<file path="config.mk">
export PLATFORM = sky130hd
export DESIGN_NAME = key_param_editor_flat
export DESIGN_NICKNAME = d
export VERILOG_FILES = /design/src/rtl/key_pkg.sv /design/src/rtl/key_param_editor_if.sv /design/src/rtl/ms_tick.sv /design/src/rtl/key_param_editor.sv /design/src/flat_wrapper.sv
export SDC_FILE = /design/constraint.sdc
export NUM_CORES = 1
export LEC_CHECK = 0
export CAP_MARGIN = 20
export CORE_AREA = 2 2 98 100
export CTS_CLUSTER_SIZE = 14
export DETAILED_ROUTE_END_ITERATION = 12
export DIE_AREA = 0 0 100 102
export GPL_TIMING_DRIVEN = 0
export PLACE_DENSITY = 0.92
export SLEW_MARGIN = 5
export SYNTH_ARGS = -nofsm -noshare
export SYNTH_HDL_FRONTEND = slang
export SYNTH_HIERARCHICAL = 1
export SYNTH_SLANG_ARGS = --single-unit
</file>
<file path="constraint.sdc">
create_clock -name sys_clk -period 5.4 [get_ports sys_clk]
set_input_delay 0.54 -clock sys_clk [delete_from_list [all_inputs] [get_ports sys_clk]]
set_output_delay 0.54 -clock sys_clk [all_outputs]
set_load 0.01 [all_outputs]
</file>
<file path="src/rtl/key_pkg.sv">
// Shared definitions for the key-driven BCD parameter editor: key bit positions,
// editor state encoding and per-digit BCD step helpers.
`timescale 1ns/1ps
`default_nettype none

package key_pkg;

  localparam int K_MODE  = 0;
  localparam int K_SHIFT = 1;
  localparam int K_UP    = 2;
  localparam int K_DOWN  = 3;

  typedef enum logic [1:0] {
    VIEW   = 2'd0,
    EDIT   = 2'd1,
    COMMIT = 2'd2
  } state_t;

  localparam logic [3:0] BCD_MAX = 4'd9;

  function automatic logic key_onehot(input logic [3:0] k);
    return $onehot(k);
  endfunction

  // Digits outside 0..9 are forced back to 0 by either direction.
  function automatic logic [3:0] bcd_up(input logic [3:0] d);
    if (d >= BCD_MAX) return 4'd0;
    return d + 4'd1;
  endfunction

  function automatic logic [3:0] bcd_down(input logic [3:0] d);
    if (d > BCD_MAX) return 4'd0;
    if (d == 4'd0)   return BCD_MAX;
    return d - 4'd1;
  endfunction

endpackage

`default_nettype wire

</file>
<file path="src/rtl/key_param_editor_if.sv">
// Key-pulse input and committed-value / display outputs of the parameter editor.
`timescale 1ns/1ps
`default_nettype none

interface key_param_editor_if #(
  parameter int N_DIGITS = 4
);
  logic [3:0]            key_pos;
  logic [4*N_DIGITS-1:0] value_bcd;
  logic                  value_upd;
  logic [4*N_DIGITS-1:0] disp_bcd;
  logic [N_DIGITS-1:0]   disp_blank;
  logic                  edit_mode;
  logic [2:0]            cursor;

  modport master (
    output key_pos,
    input  value_bcd, value_upd, disp_bcd, disp_blank, edit_mode, cursor
  );

  modport slave (
    input  key_pos,
    output value_bcd, value_upd, disp_bcd, disp_blank, edit_mode, cursor
  );
endinterface

`default_nettype wire

</file>
<file path="src/rtl/ms_tick.sv">
// Free-running one-cycle pulse every CLK_FREQ/1000 clocks (1 ms time base).
`timescale 1ns/1ps
`default_nettype none

module ms_tick #(
  parameter int CLK_FREQ = 50_000_000
) (
  input  logic clk,
  input  logic rst_n,
  output logic tick_o
);

  localparam int DIV = (CLK_FREQ / 1000 < 1) ? 1 : CLK_FREQ / 1000;
  localparam int CW  = (DIV > 1) ? $clog2(DIV) : 1;

  logic [CW-1:0] cnt_q;
  logic          tick_q;
  logic          wrap;

  assign wrap = (cnt_q == CW'(DIV - 1));

  always_ff @(posedge clk or negedge rst_n) begin
    if (!rst_n) begin
      cnt_q  <= '0;
      tick_q <= 1'b0;
    end else begin
      tick_q <= wrap;
      cnt_q  <= wrap ? '0 : cnt_q + CW'(1);
    end
  end

  assign tick_o = tick_q;

endmodule

`default_nettype wire

</file>
<file path="src/rtl/key_param_editor.sv">
// BCD parameter editor driven by debounced key pulses: edits a working copy digit by
// digit, commits it on MODE, and feeds a blinking-cursor display.
`timescale 1ns/1ps
`default_nettype none

module key_param_editor
  import key_pkg::*;
#(
  parameter int                    CLK_FREQ   = 50_000_000,
  parameter int                    N_DIGITS   = 4,
  parameter logic [4*N_DIGITS-1:0] INIT_VAL   = 16'h1000,
  parameter int                    TIMEOUT_MS = 5000,
  parameter int                    BLINK_MS   = 250
) (
  input  logic               sys_clk,
  input  logic               sys_rst_n,
  key_param_editor_if.slave  bus
);

  localparam int VW   = 4 * N_DIGITS;
  localparam int TO_W = $clog2(TIMEOUT_MS + 1);
  localparam int BL_W = (BLINK_MS > 1) ? $clog2(BLINK_MS) : 1;

  localparam logic [TO_W-1:0] TO_LAST = TO_W'(TIMEOUT_MS - 1);
  localparam logic [BL_W-1:0] BL_LAST = BL_W'(BLINK_MS - 1);
  localparam logic [2:0]      CUR_MAX = 3'(N_DIGITS - 1);

  state_t          state_q, state_d;
  logic [VW-1:0]   value_q, value_d;
  logic [VW-1:0]   work_q,  work_d;
  logic [VW-1:0]   disp_q,  disp_d;
  logic [2:0]      cursor_q, cursor_d;
  logic            upd_q,   upd_d;
  logic [TO_W-1:0] to_cnt_q, to_cnt_d;
  logic [BL_W-1:0] bl_cnt_q, bl_cnt_d;
  logic            blink_q, blink_d;

  logic            tick;
  logic            key_ok;
  logic [3:0]      key;

  ms_tick #(
    .CLK_FREQ (CLK_FREQ)
  ) u_tick (
    .clk    (sys_clk),
    .rst_n  (sys_rst_n),
    .tick_o (tick)
  );

  assign key    = bus.key_pos;
  assign key_ok = key_onehot(key);

  always_ff @(posedge sys_clk or negedge sys_rst_n) begin
    if (!sys_rst_n) begin
      state_q  <= VIEW;
      value_q  <= INIT_VAL;
      work_q   <= INIT_VAL;
      disp_q   <= INIT_VAL;
      cursor_q <= 3'd0;
      upd_q    <= 1'b0;
      to_cnt_q <= '0;
      bl_cnt_q <= '0;
      blink_q  <= 1'b0;
    end else begin
      state_q  <= state_d;
      value_q  <= value_d;
      work_q   <= work_d;
      disp_q   <= disp_d;
      cursor_q <= cursor_d;
      upd_q    <= upd_d;
      to_cnt_q <= to_cnt_d;
      bl_cnt_q <= bl_cnt_d;
      blink_q  <= blink_d;
    end
  end

  always_comb begin
    state_d  = state_q;
    value_d  = value_q;
    work_d   = work_q;
    cursor_d = cursor_q;
    upd_d    = 1'b0;
    to_cnt_d = to_cnt_q;
    bl_cnt_d = bl_cnt_q;
    blink_d  = blink_q;

    unique case (state_q)
      VIEW: begin
        bl_cnt_d = '0;
        blink_d  = 1'b0;
        to_cnt_d = '0;
        if (key_ok && key[K_MODE]) begin
          state_d  = EDIT;
          work_d   = value_q;
          cursor_d = 3'd0;
        end
      end

      EDIT: begin
        if (key_ok) begin
          // An accepted key outranks both the tick increment and a pending expiry.
          to_cnt_d = '0;
          bl_cnt_d = '0;
          blink_d  = 1'b0;
          if (key[K_MODE]) begin
            state_d = COMMIT;
          end else if (key[K_SHIFT]) begin
            cursor_d = (cursor_q == CUR_MAX) ? 3'd0 : cursor_q + 3'd1;
          end else begin
            for (int i = 0; i < N_DIGITS; i++) begin
              if (cursor_q == 3'(i)) begin
                work_d[4*i +: 4] = key[K_UP] ? bcd_up(work_q[4*i +: 4])
                                             : bcd_down(work_q[4*i +: 4]);
              end
            end
          end
        end else if (tick) begin
          if (to_cnt_q >= TO_LAST) begin
            state_d  = VIEW;
            work_d   = value_q;
            to_cnt_d = '0;
          end else begin
            to_cnt_d = to_cnt_q + TO_W'(1);
          end
          if (bl_cnt_q == BL_LAST) begin
            bl_cnt_d = '0;
            blink_d  = ~blink_q;
          end else begin
            bl_cnt_d = bl_cnt_q + BL_W'(1);
          end
        end
      end

      COMMIT: begin
        value_d = work_q;
        upd_d   = 1'b1;
        state_d = VIEW;
      end

      default: begin
        state_d = VIEW;
      end
    endcase
  end

  // Built from next-state values so the display tracks edits with the same one-cycle latency.
  always_comb begin
    disp_d = (state_d == VIEW) ? value_d : work_d;
  end

  always_comb begin
    bus.disp_blank = '0;
    if (state_q == EDIT) begin
      for (int i = 0; i < N_DIGITS; i++) begin
        if (cursor_q == 3'(i)) bus.disp_blank[i] = blink_q;
      end
    end
  end

  assign bus.value_bcd = value_q;
  assign bus.value_upd = upd_q;
  assign bus.disp_bcd  = disp_q;
  assign bus.edit_mode = (state_q == EDIT);
  assign bus.cursor    = cursor_q;

endmodule

`default_nettype wire

</file>
<file path="src/flat_wrapper.sv">
// flat-port wrapper written by rule: the top's interface ports become plain ports
module key_param_editor_flat import key_pkg::*;
#(
  parameter int                    CLK_FREQ   = 50_000_000,
  parameter int                    N_DIGITS   = 4,
  parameter logic [4*N_DIGITS-1:0] INIT_VAL   = 16'h1000,
  parameter int                    TIMEOUT_MS = 5000,
  parameter int                    BLINK_MS   = 250
)
  (sys_clk, sys_rst_n, bus_key_pos, bus_value_bcd, bus_value_upd, bus_disp_bcd, bus_disp_blank, bus_edit_mode, bus_cursor);
  key_param_editor_if #(.N_DIGITS(N_DIGITS)) bus_i ();
  input  logic sys_clk;
  input  logic sys_rst_n;
  input wire logic [$bits(bus_i.key_pos)-1:0] bus_key_pos;
  output wire logic [$bits(bus_i.value_bcd)-1:0] bus_value_bcd;
  output wire logic [$bits(bus_i.value_upd)-1:0] bus_value_upd;
  output wire logic [$bits(bus_i.disp_bcd)-1:0] bus_disp_bcd;
  output wire logic [$bits(bus_i.disp_blank)-1:0] bus_disp_blank;
  output wire logic [$bits(bus_i.edit_mode)-1:0] bus_edit_mode;
  output wire logic [$bits(bus_i.cursor)-1:0] bus_cursor;
  assign bus_i.key_pos = bus_key_pos;
  assign bus_value_bcd = bus_i.value_bcd;
  assign bus_value_upd = bus_i.value_upd;
  assign bus_disp_bcd = bus_i.disp_bcd;
  assign bus_disp_blank = bus_i.disp_blank;
  assign bus_edit_mode = bus_i.edit_mode;
  assign bus_cursor = bus_i.cursor;
  key_param_editor #(.CLK_FREQ(CLK_FREQ), .N_DIGITS(N_DIGITS), .INIT_VAL(INIT_VAL), .TIMEOUT_MS(TIMEOUT_MS), .BLINK_MS(BLINK_MS)) u_core (.sys_clk(sys_clk), .sys_rst_n(sys_rst_n), .bus(bus_i));
endmodule
</file>
==> summary.txt <==
Die
  • IO Count: 47
  • Core box area: 9110 sq um
  • Die X-Extent: 100 microns
  • Die Height: 102 microns
  • Starting Density: 61.8%
  • DIE AREA: 10200 sq um
  • Row cnt: 35

Timing
  • Final TNS setup: 0 ps
  • Hold Fails Final Rpt: 0
  • Worst Max-Slew Pin Slew: 977 ps
  • Setup Skew: 10.5 ps
  • Final worst-path cycle share: 81.2%
  • Hold slack: 141 ps
  • Unrepaired setup endpoints after global routing: false
  • Fmax: 228 MHz
  • Min cycle time layout: 4380 ps
  • Setup violators final: 0
  • Slew Limit Headroom: 34.9%
  • Final Slew Violations: 0

Clocking
  • CTS Hold Bufs: 0
  • Post-CTS sizing: 0
  • TritonCTS Buffers: 9
  • Clk Latency, worst-skew pair: 370 ps
  • Clk buf depth: 2
  • Clock Sinks: 93
  • CTS Root Cell: clkbuf_8
  • H-tree levels: 3
  • Clock transition at path regs: 90 ps
  • TritonCTS clock tree: yes
  • Post-CTS setup buffers: 0

Setup path
  • Class of the most critical setup path: primary input to register
  • CP max stage delay: 750 ps
  • WP data required: 5700 ps
  • Max Fanout on Critical Path: 10
  • Crit path DAT: 4680 ps
  • Cell at the slowest stage of the critical path: o22ai_1
  • Crit path cell chain: clkdlybuf4s50_1 -> clkbuf_1 -> inv_1 -> fa_1 -> inv_1 -> ha_1 -> ha_1 -> nand4bb_1 -> clkbuf_1 -> or2_2 -> o22ai_1 -> a22oi_1 -> a2bb2oi_1
  • Worst setup EP type: register
  • CP startpoint kind: primary input

Placement
  • Final HPWL DP: 10400 microns
  • RePlAce Congestion: 1.01
  • IO Port Bufs: 46

Routing
  • Via density: 6.52
  • Drt wl/cell: 17.8 microns
  • First-pass iteration count of the detailed router: 7
  • Antenna viol nets, final: 0
  • Final wirelength: 14400 microns
  • Vias: 5268
  • Initial DRC count: 531
  • Drt drc: 0

Final layout
  • Fin nets: 721
  • Layout filler cell count: 689
  • Number of antenna cells inserted: 0
  • Synth-to-layout area growth: 14.8%
  • Layout cells sized above 1: 7.75%

Power and ir drop
  • Reg power frac: 37.2%
  • Pwr/cell area: 377 nW/um^2
  • Clk network pwr share: 20.0%
  • Comb power frac: 42.8%
  • Switching Share: 39.6%
  • Internal: 1.47 mW
  • Peak supply drop: 0.175 mV
  • LEAKAGE: 2.80 nW
  • NetSw: 964 uW

Yosys
  • Mapped Cells: 634
  • Synth Area in Simple Gates: 21.9%
  • Async set-reset flop share out of synthesis: 100%
  • Largest family of logic cells by synthesized area: simple AND/OR/NAND/NOR gates
  • Synth Flop Type: dfrtp_1
  • Syn nets: 663
  • Post-synth EDFFs: 0
  • Xor and xnor area share after synthesis: 1.71%
  • Synth cell types: 72
  • Compound-gate portion of the synthesized area: 21.8%
  • Synthesis warning total: 6
  • Post-synthesis mux area share: 3.80%
  • Synth Area in Adders: 5.25%
  • FF+latch count, synth: 93
  • Netlist Area Pre-Place: 5630 sq um
  • Sequential area share after synthesis: 41.4%
  • Syn_area_per_cell: 8.88 sq um

Global route
  • Initial antenna violation count: 0
  • Pin count of the biggest net entering global routing: 54
  • Number of global-route vias before repair: 4953
  • GRT Residual Overflow: 0
  • First-pass GRT wire length: 23700 microns
  • GRT Util Overall: 29.2%

Hold path
  • Min-delay worst type: primary input to asynchronous set/reset pin

Flow run
  • Max Cap Violations: 0

Run status
  • Outcome: finished clean
layer usage:
metal  global-route usage [%]  part of all wire, %  vias up
met4                     13.8                  3.6        0
met2                     47.3                   46      290
met3                     5.06                  8.8       54
met1                     38.6                   41     2506
met5                        0                    0        -
li1                         -                    -     2418
registers in the layout, summed over array words and instances (netlist names):
signal,flops
u_core/bl_cnt_q,8
u_core/state_q,2
u_core/u_tick/tick_o,1
u_core/bus.disp_bcd,16
u_core/bus.value_bcd,16
u_core/bus.cursor,3
u_core/blink_q,1
u_core/to_cnt_q,13
u_core/bus.value_upd,1
u_core/work_q,16
u_core/u_tick/cnt_q,16
cells by family (layout without fill, tap and decap cells):
kind of cell / count (synthesis) / after routing
compound gates: 191 / 191
xor+xnor: 11 / 11
fa+ha+maj: 23 / 23
buf+inv: 60 / 123
flops: 93 / 93
mux: 20 / 20
simple gates: 236 / 236
stage by stage:
stage | setup WS, ps | power [mW] | util, % | std cells | cell area [sq um]
after floorplan | 1980 | 1.55 | - | 634 | 5630
after global placement | 511 | 1.88 | 68.4 | 791 | 6230
after detailed placement | 775 | 1.93 | 68.6 | 792 | 6250
after CTS | 1130 | 2.42 | 70.9 | 808 | 6460
after global routing | 767 | 2.58 | 70.9 | 808 | 6460
final | 1020 | 2.43 | 70.9 | 808 | 6460
area by class of cell:
cell class / instances / area [sq um] / area share [%]
clock buffers: 10 / 138 / 2.13
repair buffers: 47 / 485 / 7.52
plain buffers: 30 / 119 / 1.84
inverters: 30 / 113 / 1.74
well taps: 111 / 139 / 2.15
clock inverters: 6 / 68.8 / 1.07
multi-input cells: 481 / 3070 / 47.5
flip-flops and latches: 93 / 2330 / 36.1
cells in the mapped netlist (5+ instances only):
library cell	n	area, sq um
nand2_1	73	274
and3_1	8	50.1
mux2_2	11	124
a21oi_1	42	210
o21ai_0	62	310
nand2b_1	21	131
nor2_1	39	146
clkbuf_1	26	97.6
ha_1	22	275
o31ai_1	9	67.6
a21boi_0	7	52.6
nand4_1	11	68.8
mux2i_1	9	90.1
o22ai_1	5	31.3
nor3_1	14	70.1
a2bb2oi_1	8	70.1
nand3_1	22	110
a211oi_1	6	45.0
inv_1	30	113
dfrtp_1	90	2250
a31oi_1	5	31.3
xor2_1	7	61.3
worst max-delay path, delay by kind of cell:
| kind | cells | cell delay [ps] |
|---|---|---|
| buffers and inverters | 5 | 1340 |
| AO/OA/AOI/OAI | 3 | 1220 |
| adder cells (fa/ha/maj) | 3 | 1030 |
| AND/OR/NAND/NOR | 2 | 540 |
path summary, 6_finish.rpt:
| check | slack (ps) | end | depth (start not counted) | from |
|---|---|---|---|---|
| min in group sys_clk | 500 | u_core/u_tick/cnt_q[0] | 1 | u_core/u_tick/cnt_q[0] |
| setup reg to reg | 2520 | u_core/bus.disp_bcd[9] | 7 | u_core/to_cnt_q[0] |
| setup / recovery | 1020 | u_core/bus.disp_bcd[2] | 13 | bus_key_pos[0] |
| max in group asynchronous | 4620 | u_core/bl_cnt_q[1] | 2 | sys_rst_n |
| hold reg to reg | 500 | u_core/u_tick/cnt_q[0] | 1 | u_core/u_tick/cnt_q[0] |
| hold / removal | 140 | u_core/bus.value_bcd[5] | 1 | sys_rst_n |
power by group through the flow:
stage	combinational, mW	sequential, mW	clock (mW)
after floorplan	0.619	0.929	0
after global placement	0.974	0.908	0
after detailed placement	1.01	0.916	0
after CTS	1.02	0.903	0.496
after global routing	1.14	0.917	0.525
final	1.04	0.905	0.486
cell usage in the layout (no fill, tap or decap), types with 4 or more instances in the layout:
cell	instances
nand3_1	22
o21bai_1	4
xnor2_1	4
nor2_1	39
a21boi_0	7
nand2_1	73
xor2_1	7
a31oi_1	5
nor3b_1	4
a211oi_1	6
a21oi_1	42
o31ai_1	9
nand2b_1	21
o21ai_0	62
or2_2	4
nand3b_1	4
or4b_2	4
clkbuf_8	10
mux2i_1	9
a22oi_1	4
and3_1	8
o31a_1	4
mux2_2	11
dfrtp_1	90
clkdlybuf4s50_1	45
clkbuf_1	26
nor3_1	14
ha_1	22
nand4_1	11
o22ai_1	5
a2bb2oi_1	8
nor4_1	4
inv_1	30
No activity file was read; power rests on OpenSTA's default activity.
